===== src/rtl/can_tx_scheduler.sv =====
// ---------------------------------------------------------------------------
// can_tx_scheduler
//
// Sits between a priority-ordered transmit buffer and a bit-level CAN
// transmitter. It holds off for an inter-frame gap, samples the buffer head
// only at the moment of launch, and then keeps that frame stable on mac_* until
// the transmitter reports done, arbitration lost or error. It handles retries
// and drops, and pops the buffer head when a frame leaves the scheduler.
//
// Parameters
//   MAX_RETRY   error retries allowed per frame before it is dropped
//   IFS_CYCLES  idle clocks before every frame launch (1..255)
//
// Ports
//   clk, rst                  clock, synchronous active-high reset
//   en                        scheduler enable (level)
//   buf_valid, buf_id,        buffer head: valid, 11-bit id, dlc, 8 data bytes
//   buf_dlc, buf_data
//   buf_re                    one-cycle pop of the buffer head
//   mac_tx_req                one-cycle launch pulse to the transmitter
//   mac_id, mac_dlc, mac_data latched frame, stable from launch to completion
//   mac_tx_done, mac_arb_lost,
//   mac_tx_err                transmitter completion pulses
//   tx_ok, tx_drop            one-cycle result pulses
//   retry_cnt                 error retries consumed by the head frame
//   busy                      high whenever the FSM is not IDLE
//   state_dbg                 current FSM state (IDLE=0, GAP=1, ACTIVE=2)
//
// Handshake: every *_req / *_re / completion signal is a single-cycle pulse
// sampled on the rising clock edge; there is no back-pressure, so a pulse is
// consumed in the cycle it is seen (or ignored when the FSM is not ACTIVE).
// ---------------------------------------------------------------------------
module can_tx_scheduler #(
  parameter int MAX_RETRY  = 3,
  parameter int IFS_CYCLES = 3,
  // A zero-width counter is not legal, so MAX_RETRY=0 keeps one bit.
  localparam int RW = (MAX_RETRY > 0) ? $clog2(MAX_RETRY + 1) : 1
) (
  input  logic          clk,
  input  logic          rst,
  input  logic          en,
  input  logic          buf_valid,
  input  logic [10:0]   buf_id,
  input  logic [3:0]    buf_dlc,
  input  logic [7:0]    buf_data [0:7],
  output logic          buf_re,
  output logic          mac_tx_req,
  output logic [10:0]   mac_id,
  output logic [3:0]    mac_dlc,
  output logic [7:0]    mac_data [0:7],
  input  logic          mac_tx_done,
  input  logic          mac_arb_lost,
  input  logic          mac_tx_err,
  output logic          tx_ok,
  output logic          tx_drop,
  output logic [RW-1:0] retry_cnt,
  output logic          busy,
  output logic [1:0]    state_dbg
);

  typedef enum logic [1:0] {
    IDLE   = 2'd0,
    GAP    = 2'd1,
    ACTIVE = 2'd2
  } state_t;

  localparam logic [7:0]    IFS_M1 = 8'(IFS_CYCLES - 1);
  localparam logic [RW-1:0] MAX_R  = RW'(MAX_RETRY);

  state_t        state_q, state_d;
  logic [7:0]    gap_q, gap_d;
  logic [10:0]   mac_id_q, mac_id_d;
  logic [3:0]    mac_dlc_q, mac_dlc_d;
  logic [7:0]    mac_data_q [0:7];
  logic [7:0]    mac_data_d [0:7];
  logic [10:0]   last_id_q, last_id_d;
  logic [RW-1:0] retry_q, retry_d;
  logic          tx_req_q, tx_req_d;
  logic          buf_re_q, buf_re_d;
  logic          tx_ok_q, tx_ok_d;
  logic          tx_drop_q, tx_drop_d;

  always_comb begin
    state_d   = state_q;
    gap_d     = gap_q;
    mac_id_d  = mac_id_q;
    mac_dlc_d = mac_dlc_q;
    for (int i = 0; i < 8; i++) mac_data_d[i] = mac_data_q[i];
    last_id_d = last_id_q;
    retry_d   = retry_q;
    tx_req_d  = 1'b0;
    buf_re_d  = 1'b0;
    tx_ok_d   = 1'b0;
    tx_drop_d = 1'b0;

    case (state_q)
      IDLE: begin
        if (en && buf_valid) begin
          gap_d   = IFS_M1;
          state_d = GAP;
        end
      end

      GAP: begin
        if (gap_q != 8'd0) begin
          gap_d = gap_q - 8'd1;
        end else if (en && buf_valid) begin
          // The head is sampled here and only here, so anything that
          // preempted the buffer during the gap is what goes out.
          mac_id_d  = buf_id;
          mac_dlc_d = buf_dlc;
          for (int i = 0; i < 8; i++) mac_data_d[i] = buf_data[i];
          last_id_d = buf_id;
          // A new id at the head means a new frame: its retry budget is fresh.
          if (buf_id != last_id_q) retry_d = '0;
          tx_req_d  = 1'b1;
          state_d   = ACTIVE;
        end else begin
          state_d = IDLE;
        end
      end

      ACTIVE: begin
        // Priority: done > err > arb_lost; exactly one action per cycle.
        if (mac_tx_done) begin
          buf_re_d = 1'b1;
          tx_ok_d  = 1'b1;
          retry_d  = '0;
          gap_d    = IFS_M1;
          state_d  = GAP;
        end else if (mac_tx_err) begin
          if (retry_q == MAX_R) begin
            buf_re_d  = 1'b1;
            tx_drop_d = 1'b1;
            retry_d   = '0;
          end else begin
            retry_d = retry_q + RW'(1);
          end
          gap_d   = IFS_M1;
          state_d = GAP;
        end else if (mac_arb_lost) begin
          gap_d   = IFS_M1;
          state_d = GAP;
        end
      end

      default: state_d = IDLE;
    endcase
  end

  always_ff @(posedge clk) begin
    if (rst) begin
      state_q   <= IDLE;
      gap_q     <= '0;
      mac_id_q  <= '0;
      mac_dlc_q <= '0;
      for (int i = 0; i < 8; i++) mac_data_q[i] <= '0;
      last_id_q <= '0;
      retry_q   <= '0;
      tx_req_q  <= 1'b0;
      buf_re_q  <= 1'b0;
      tx_ok_q   <= 1'b0;
      tx_drop_q <= 1'b0;
    end else begin
      state_q   <= state_d;
      gap_q     <= gap_d;
      mac_id_q  <= mac_id_d;
      mac_dlc_q <= mac_dlc_d;
      for (int i = 0; i < 8; i++) mac_data_q[i] <= mac_data_d[i];
      last_id_q <= last_id_d;
      retry_q   <= retry_d;
      tx_req_q  <= tx_req_d;
      buf_re_q  <= buf_re_d;
      tx_ok_q   <= tx_ok_d;
      tx_drop_q <= tx_drop_d;
    end
  end

  // The pop is registered, so gate it with the live valid: a head that
  // vanished in the meantime must never be popped.
  assign buf_re     = buf_re_q & buf_valid;
  assign mac_tx_req = tx_req_q;
  assign mac_id     = mac_id_q;
  assign mac_dlc    = mac_dlc_q;
  assign mac_data   = mac_data_q;
  assign tx_ok      = tx_ok_q;
  assign tx_drop    = tx_drop_q;
  assign retry_cnt  = retry_q;
  assign busy       = (state_q != IDLE);
  assign state_dbg  = state_q;

endmodule

===== config.mk =====
export PLATFORM = sky130hd
export DESIGN_NAME = can_tx_scheduler
export DESIGN_NICKNAME = d
export VERILOG_FILES = /design/src/rtl/can_tx_scheduler.sv
export SDC_FILE = /design/constraint.sdc
export NUM_CORES = 1
export LEC_CHECK = 0
export BUFFER_PORTS_ARGS = -buffer_cell sky130_fd_sc_hd__buf_2
export CORE_ASPECT_RATIO = 0.8
export CORE_MARGIN = 4
export CORE_UTILIZATION = 43
export CTS_BUF_LIST = sky130_fd_sc_hd__clkbuf_8
export DETAILED_ROUTE_END_ITERATION = 8
export GPL_ROUTABILITY_DRIVEN = 0
export HOLD_SLACK_MARGIN = 0.15
export PLACE_DENSITY_LB_ADDON = 0.2
export SYNTH_ARGS = -nofsm -noshare
export SYNTH_HDL_FRONTEND = slang
export SYNTH_SLANG_ARGS = --single-unit

===== constraint.sdc =====
create_clock -name clk -period 1.45 [get_ports clk]
set_clock_uncertainty 0.05 [all_clocks]
set_input_delay 0.29 -clock clk [delete_from_list [all_inputs] [get_ports clk]]
set_output_delay 0.29 -clock clk [all_outputs]
set_load 0.005 [all_outputs]

==> impl_metrics.ini <==
[outcome]
status = complete, but fails checks
violations = negative setup slack

[power_and_ir_drop]
ir_worst_vdd_uv = 605
power.density_nw_per_um2 = 920
p_leak_nw = 2.73
p_total_w = 0.00568

[routing]
route.detailed.drc = 0
wl_um = 12600
viasPerCell = 4.99
routed-via-count = 4201
ant_nets = 0
dr.first_iter.drc_count = 193
dr.pass1.iters = 4
drt-wirelength-per-cell_um = 15.0

[timing]
worst_pin_slew_ps = 443
fin_crit_ps = 1670
rsz0062_at_grt = yes
fin_ws_ps = -216
max_slew_margin_pct = 70.2
hold_viol_final = 0
max_freq_mhz = 600
fin_crit_sh_pct = 115
setup_viol = 92
report.final.slew_viol_count = 0

[layout]
nets = 817
fin_area_um2 = 6180
drive_gt1_share_pct = 38.3
post-route-util_pct = 76.0
area_growth_pct = 68.6
final_common_cell = buf_2
final_cell_mix = 171 x buf_2, 167 x nand2_1, 90 x dfxtp_1
fin_cells = 842

[grt]
grt_overflow = 0
grt.total_usage_pct = 24.1
grt_pass1_wl_um = 20200
grt_pass1_vias = 4269
grt_max_degree = 37
antenna_found_initial = 0

[die]
start_util_pct = 45.1
die-area_um2 = 10100
rows = 29
ios = 174
die_x_um = 111
core_area_um2 = 8130
die_h_um = 90.5

[cts]
cts_made_buffers = 9
clk_pin_slew_ps = 100
insertion_delay_ps = 370
tritoncts = built
htree_num_levels = 3
clock-root-buffer = clkbuf_8
clock-sinks = 95
clockBufferDepth = 2

[logic_synthesis]
ys_seq_elements = 95
yosys_most_used_dff = dfxtp_1
synth_edf_count = 0
syn_inst = 451
synthArstFlopShare_pct = 0
synth_cell_types = 38
yosysSeqAreaShare_pct = 51.9
yosys_warnings = 0
synth.cell_area_um2 = 3660
syn_nets = 540
synth_area_per_cell_um2 = 8.12

[worst_setup_path]
cp-start-kind = flop
critPathMaxStageDelay_ps = 340
slowest_stage = dfxtp_2
cp_data_required_time_ps = 1640
critical_path.max_fanout = 24
worstPathArrival_ps = 1860
path_class = flop to flop
crit_chain = inv_2 > ha_4 > nor3b_4 > buf_4 > nand3_4 > buf_12 > nand2_1 > a21oi_2
setup.worst_path.end_class = flop

[place]
placed_area_um2 = 4840
post-place-ws_ps = -268
place_hpwl_um = 7360
io_buffer_count = 173
numPlacedInstances = 736

[run]
drv_cap = 0

[min_path]
hp-class = primary input to flop
power by group:
| part | leakage, nW | internal, W | switching, W |
|---|---|---|---|
| clock network | 0.0879 | 0.000641 | 0.000978 |
| registers | 0.769 | 0.00269 | 0.0000638 |
| logic | 1.87 | 0.000746 | 0.000562 |
synth_stat cells (all sizes together) (2+ instances only):
cell     number  area share (%)
a21boi        2            0.41
nand2b        7             1.2
nand3         3            0.41
mux2i         6             1.6
or2           2            0.34
and3          3            0.51
nor2          4            0.41
dfxtp        95              52
a2111oi       2            0.48
nor3          4            0.55
o21ai         2            0.27
buf          10             1.8
ha            3             1.0
nor2b         2            0.34
clkbuf       18             1.8
xor2         11             2.6
a21oi        84              11
and2          2            0.34
o2111ai       2            0.48
inv           5            0.51
nor4          4             1.1
nand2       168              17
repair_timing:
action	4_1_cts	5_1_grt
hold buffers	79	0
gates resized for setup	29	28
pin swaps	9	5
endpoints found under the setup margin	92	93
cloned	2	1
endpoints found under the hold margin	79	0
buffers inserted	6	1
metal layers:
| metal | share of wire (%) | up-vias | GRT usage (%) | wire [um] |
|---|---|---|---|---|
| li1 | - | 2038 | - | - |
| met1 | 39 | 1955 | 27.1 | 4960 |
| met2 | 51 | 171 | 42.1 | 6390 |
| met3 | 7.1 | 37 | 8.10 | 897 |
| met4 | 2.9 | 0 | 9.63 | 360 |
| met5 | 0 | - | 0 | 0 |
through the flow:
step	setup TNS (ps)	hold WS, ps
6_report	-16520	184
5_1_grt	-22440	171
4_1_cts	-12910	164
3_5_place_dp	-16700	393
3_3_place_gp	-12030	389
2_1_floorplan	-5530	376
area by class of cell:
| cell class | count | area, um^2 |
|---|---|---|
| repair buffers | 294 | 2120 |
| fillers | 562 | 1950 |
| multi-input cells | 323 | 1810 |
| flip-flops and latches | 95 | 1910 |
| diodes | 1 | 2.50 |
| well taps | 108 | 135 |
| inverters | 5 | 18.8 |
| clock inverters | 7 | 53.8 |
| clock buffers | 9 | 124 |
logic make-up (layout without fill, tap and decap cells):
kind of cell,after synthesis,in the layout,share of synthesized area (%)
AO/OA/AOI/OAI,100,100,15.0
other,0,1,0
flip-flops,95,95,51.9
XOR/XNOR,11,11,2.63
multiplexers,6,6,1.64
AND/OR/NAND/NOR,203,203,23.6
adder cells (fa/ha/maj),3,3,1.03
buffers and inverters,33,315,4.13
final timing paths:
path / startpoint / to / slack [ps] / cells after the start
worst max register to register: gap_q[0]$_SDFFE_PP0P_ / mac_data[40]$_SDFFE_PP0P_ / -220 / 8
worst max-delay path: gap_q[0]$_SDFFE_PP0P_ / mac_data[40]$_SDFFE_PP0P_ / -220 / 8
worst min-delay path: rst / state_dbg[0]$_SDFFE_PP0P_ / 180 / 2
worst min register to register: mac_data[26]$_SDFFE_PP0P_ / mac_data[26]$_SDFFE_PP0P_ / 410 / 2
worst max-delay path, delay by kind of cell, from the launching register on:
family / cells / cell delay, ps
DFF: 1 / 340
buffers and inverters: 3 / 460
AOI/OAI and AO/OA: 1 / 60
and+or+nand+nor: 3 / 490
adders and majority gates: 1 / 130
state kept, by name, summed over array words and instances, names as in the netlist:
name	flops
gap_q	8
state_dbg	2
retry_cnt	2
mac_dlc	4
last_id_q	11
mac_tx_req	1
mac_data	64
tx_drop	1
tx_ok	1
buf_re_q	1
Power figures use the tool's default switching activity.
